File: src/rtl/pipe_reg_chain.sv
// -----------------------------------------------------------------------------
// pipe_reg_chain
//
// Multi-stage pipeline register. STAGES ranks of WIDTH-bit data, and each rank
// carries a valid bit. A global stall freezes every rank. A flush or reset
// empties the chain. When valid_in is low, a clean bubble (RESET_VAL) enters
// stage 0. Occupancy and empty are kept in registers next to the chain, so
// they need no popcount on the output path.
//
// Optional build macro: PIPE_REG_CHAIN_PARITY_EN
//   When defined, each rank also stores an even-parity bit of its data. The
//   extra output parity_err flags a corrupted entry as it lands in the last
//   rank.
//
// Parameters:
//   WIDTH      data width per stage (>= 1)
//   STAGES     number of register ranks, equal to the latency in cycles (>= 1)
//   RESET_VAL  data loaded on reset, on flush, and for bubbles
//
// Ports:
//   clk        rising-edge clock
//   reset      synchronous, active-high reset
//   d          data into stage 0
//   valid_in   d is a real entry this cycle
//   stall      hold all stages
//   flush      invalidate all stages (overrides stall)
//   q          data of the last stage
//   valid_out  valid bit of the last stage
//   occupancy  number of stages that hold valid entries
//   empty      occupancy == 0
//   parity_err (parity build only) last-stage entry failed its parity check
// -----------------------------------------------------------------------------
module pipe_reg_chain #(
  parameter int              WIDTH     = 64,
  parameter int              STAGES    = 2,
  parameter logic [WIDTH-1:0] RESET_VAL = '0
) (
  input  logic                        clk,
  input  logic                        reset,
  input  logic [WIDTH-1:0]            d,
  input  logic                        valid_in,
  input  logic                        stall,
  input  logic                        flush,
  output logic [WIDTH-1:0]            q,
  output logic                        valid_out,
  output logic [$clog2(STAGES+1)-1:0] occupancy,
  output logic                        empty
`ifdef PIPE_REG_CHAIN_PARITY_EN
  ,
  output logic                        parity_err
`endif
);

  localparam int CW = $clog2(STAGES + 1);

  if (STAGES < 1) begin : g_bad_stages
    $error("pipe_reg_chain: STAGES must be >= 1");
  end
  if (WIDTH < 1) begin : g_bad_width
    $error("pipe_reg_chain: WIDTH must be >= 1");
  end

  logic [WIDTH-1:0] data_q [STAGES];
  logic [STAGES-1:0] valid_q;
  logic [WIDTH-1:0] stage0_d;
  logic [CW-1:0]    occ_next;
  logic             kill;

  // Reset and flush have the same effect on the chain, so one term covers
  // both and reset still takes priority over everything else.
  assign kill = reset | flush;

  // A bubble carries RESET_VAL and never d, so an invalid slot holds no stale
  // or X data.
  assign stage0_d = valid_in ? d : RESET_VAL;

  // NOTE: every always_ff uses only non-blocking assignments. Each rank then
  // samples the old value of its neighbour, and the shift behaves as a true
  // register chain.
  always_ff @(posedge clk) begin
    if (kill) begin
      // NOTE: the data array is reset as well as the valid bits. Downstream
      // logic may read q without checking valid_out, so q must never carry X.
      for (int k = 0; k < STAGES; k++) data_q[k] <= RESET_VAL;
      valid_q <= '0;
    end else if (!stall) begin
      for (int k = STAGES - 1; k > 0; k--) begin
        data_q[k]  <= data_q[k-1];
        valid_q[k] <= valid_q[k-1];
      end
      data_q[0]  <= stage0_d;
      valid_q[0] <= valid_in;
    end
  end

  // q and valid_out come straight from the last-rank flops.
  assign q         = data_q[STAGES-1];
  assign valid_out = valid_q[STAGES-1];

  // One entry may enter while the last one leaves. A full chain always has a
  // valid last rank, so the count stays within 0..STAGES.
  // NOTE: occ_next gets a default before the conditional update. Every path
  // then assigns it, and no latch is inferred.
  always_comb begin
    occ_next = occupancy;
    if (!stall) begin
      occ_next = occupancy + CW'(valid_in) - CW'(valid_q[STAGES-1]);
    end
  end

  always_ff @(posedge clk) begin
    if (kill) begin
      occupancy <= '0;
      empty     <= 1'b1;
    end else begin
      occupancy <= occ_next;
      empty     <= (occ_next == '0);
    end
  end

  occ_matches_popcount: assert property (
    @(posedge clk) disable iff (reset)
      32'(occupancy) == $countones(valid_q)
  );

`ifdef PIPE_REG_CHAIN_PARITY_EN
  logic [STAGES-1:0] par_q;
  logic [WIDTH-1:0]  last_in_data;
  logic              last_in_par;
  logic              last_in_valid;

  // The check runs on the entry about to load into the last rank. The flag
  // therefore lines up with the cycle in which that entry shows on q.
  if (STAGES == 1) begin : g_last_in_input
    always_comb begin
      last_in_data  = stage0_d;
      last_in_par   = ^stage0_d;
      last_in_valid = valid_in;
    end
  end else begin : g_last_in_chain
    always_comb begin
      last_in_data  = data_q[STAGES-2];
      last_in_par   = par_q[STAGES-2];
      last_in_valid = valid_q[STAGES-2];
    end
  end

  always_ff @(posedge clk) begin
    if (kill) begin
      par_q      <= {STAGES{^RESET_VAL}};
      parity_err <= 1'b0;
    end else if (!stall) begin
      for (int k = STAGES - 1; k > 0; k--) par_q[k] <= par_q[k-1];
      par_q[0]   <= ^stage0_d;
      parity_err <= last_in_valid & ((^last_in_data) != last_in_par);
    end
  end
`endif

endmodule
File: config.mk
export PLATFORM = sky130hd
export DESIGN_NAME = pipe_reg_chain
export DESIGN_NICKNAME = d
export VERILOG_FILES = /design/src/rtl/pipe_reg_chain.sv
export SDC_FILE = /design/constraint.sdc
export NUM_CORES = 1
export LEC_CHECK = 0
export ABC_AREA = 1
export CORE_UTILIZATION = 45
export DETAILED_ROUTE_END_ITERATION = 10
export PLACE_DENSITY = 0.72
export SKIP_LAST_GASP = 1
export SLEW_MARGIN = 40
export SYNTH_ARGS = -nofsm -noshare
export SYNTH_HDL_FRONTEND = slang
export SYNTH_SLANG_ARGS = --single-unit
File: constraint.sdc
create_clock -name clk -period 3.91 [get_ports clk]
set_input_delay 0.782 -clock clk [delete_from_list [all_inputs] [get_ports clk]]
set_output_delay 0.782 -clock clk [all_outputs]
set_load 0.03 [all_outputs]
==> reports/summary.txt <==
area taken by multi-input logic gates -> 768.2 µm²
pre-CTS setup slack -> 1.183 ns
fin crit period -> 2.280 ns
maximum resistive drop on vdd -> 208.2 µV
port bufs -> 136
post-synthesis sequential area ratio -> 67.76%
switching power -> 0.0007508 W
full die area -> 13,390 µm²
CP required -> 4.06 ns
library cells used by synthesis -> 14
Max Clock Freq -> 0.4385 GHz
Synth area leaders -> edfxtp_1 66%, inv_1 9.0%, buf_4 8.5%
worst hold margin -> 0.4935 ns
Reg clk slew, reported paths -> 0.06 ns
Worst setup EP type -> flop
Sequential Power Share -> 46.3%
global-route wire length before repair -> 14,030 µm
1st-pass router iterations -> 4
Synth Register Bits -> 133
max-cap viol count -> 0
largest net degree at the start of global routing -> 79
gr usage total -> 14.21%
CTS Buf Count -> 17
post-CTS sizing -> 0
initial antenna violation count -> 0
die span in y -> 115.7 µm
total clock sinks -> 133
# DRC -> 0
Starting DRT DRC Count -> 195
CP Data Arrival Time -> 2.43 ns
CORE AREA -> 12,620 µm²
met1 Usage GRT -> 16.87%
Site Rows -> 41
net count after synthesis -> 568
Comb power frac -> 7.8%
I/O Pins -> 137
commonest cells after routing, fill and taps aside -> 139 x inv_1, 136 x clkdlybuf4s50_1, 128 x edfxtp_1
Clock Latency Late Sink -> 0.41 ns
Mapped Cells -> 497
Final ANT Viol Nets -> 0
CP max FO -> 35
Int Pwr -> 0.002792 W
RSZ-0062 raised after global routing -> no
Final Hold Fails -> 0
post-synthesis mux area share -> 0%
worst-case clock buffer depth -> 2
number of global-route vias before repair -> 3,082
per-cell routed wire length -> 11.50 µm
ratio of cells with drive above 1 in the final layout -> 16.41%
status -> completed
clk_skew -> 0.006307 ns
simple-gate share of the synthesized area -> 12.06%
largest family of logic cells by synthesized area -> buffers and inverters
max_slew headroom -> 60.68%
CP Class -> in -> reg
Mean Syn Cell Area -> 11.71 µm²
clock tree from TritonCTS -> yes
design area -> 7485 µm²
Post-Route WL -> 8775 µm
Synth top area share -> 66.04%
gr ovfl total -> 0
H-tree levels -> 4
Initial Util -> 46.12%
leading area contributor after synthesis -> edfxtp_1
GRT busiest layer -> met2
switch share -> 21.19%
CTS Root Cell -> clkbuf_16
adder-cell area share of the yosys netlist -> 0.4299%
met3 Use GR -> 5.073%
Post-CTS Repair Setup Buffers -> 0
CP startpoint kind -> primary input
dpl cell area -> 6873 µm²
Compound-Gate Fraction of Synth Area -> 0.1720%
Reg area -> 3944 µm²
area growth from synthesis to layout -> 28.59%
met2 Usage GRT -> 23.55%
Synth Area in XOR/XNOR -> 0%
PnR worst setup slack -> 1.630 ns
final setup vio count -> 0
crit share post-route -> 58.32%
Filler cells -> 1,072
Synth warnings -> 0
R2R Setup Slk -> 2.50 ns
Leakage -> 3.102 nW
Hold Buf Count CTS -> 0
Max Transition Viols Final -> 0
PwrDens -> 473.4 nW/µm²
Mapped Area -> 5821 µm²
Via Count -> 3,156
Ant. Diodes -> 0
Worst-Margin Slew -> 0.5877 ns
commonest non-fill, non-tap cell in the layout -> inv_1
clock share of power -> 45.9%
Final #Nets -> 649
DPL Wire Length -> 5811 µm
GPL Wtd Cong -> 0.7212
Die Wd -> 115.7 µm
Worst Hold Class -> reg -> reg
Via density -> 4.136
final setup TNS -> 0 ns
[area by class of cell]
cell class / instances / area share (%)
clock buffer: 22 / 6.202
timing repair buffer: 140 / 19.02
multi-input combinational: 147 / 10.26
sequential: 133 / 52.69
tap: 172 / 2.875
inverter: 139 / 6.971
clock inverter: 10 / 1.973
[Yosys cell counts]
| cell type | instances |
|---|---|
| inv_1 | 139 |
| edfxtp_1 | 128 |
| nor2_1 | 71 |
| buf_4 | 66 |
| nor2_2 | 60 |
| buf_6 | 10 |
| nand2_1 | 6 |
| dfxtp_1 | 5 |
| nand3_1 | 4 |
| buf_2 | 2 |
| ha_1 | 2 |
| o21ai_0 | 2 |
| nand4_1 | 1 |
| nor2_4 | 1 |
[metrics by stage]
stage               total power, W  std cells  utilization (%)
floorplan                 0.001842        497                -
global placement          0.001941        730            54.24
detailed placement        0.001949        731            54.46
CTS                       0.003582        763            59.31
global route              0.003673        763            59.31
finish                    0.003543        763            59.31
[power by group through the flow]
stage / combinational (W) / clock (W) / sequential (W)
floorplan: 0.000173 / 0 / 0.00167
global placement: 0.000272 / 0 / 0.00167
detailed placement: 0.000279 / 0 / 0.00167
CTS: 0.000280 / 0.00166 / 0.00164
global route: 0.000298 / 0.00173 / 0.00165
finish: 0.000276 / 0.00163 / 0.00164
[critical path, cell delays in order]
cell             delay (ns)
clkdlybuf4s50_1        0.60
inv_1                  0.16
nand3_4                0.43
buf_4                  0.36
nor2_1                 0.07
[path summary, 6_finish.rpt]
kind,start,to,depth (start not counted)
setup / recovery,stall,data_q[0][60],5
hold / removal,valid_q[0],valid_q[0],2
setup reg to reg,occupancy[0],empty,11
hold reg to reg,valid_q[0],valid_q[0],2
[flip-flops by register name, indices dropped and copies added (netlist names)]
register,cells
data_q,128
empty,1
occupancy,2
valid_q,2
[layer usage]
layer  routed length [µm]  share of wire, %
met1                 3608                41
met5                    0                 0
met4                  109               1.2
met2                 4449                51
met3                  608               6.9
[logic make-up after synthesis]
kind of cell	count (synthesis)
adders and majority gates	2
buffers and inverters	217
and+or+nand+nor	143
DFF	133
AOI/OAI and AO/OA	2
Power figures use the tool's default switching activity.
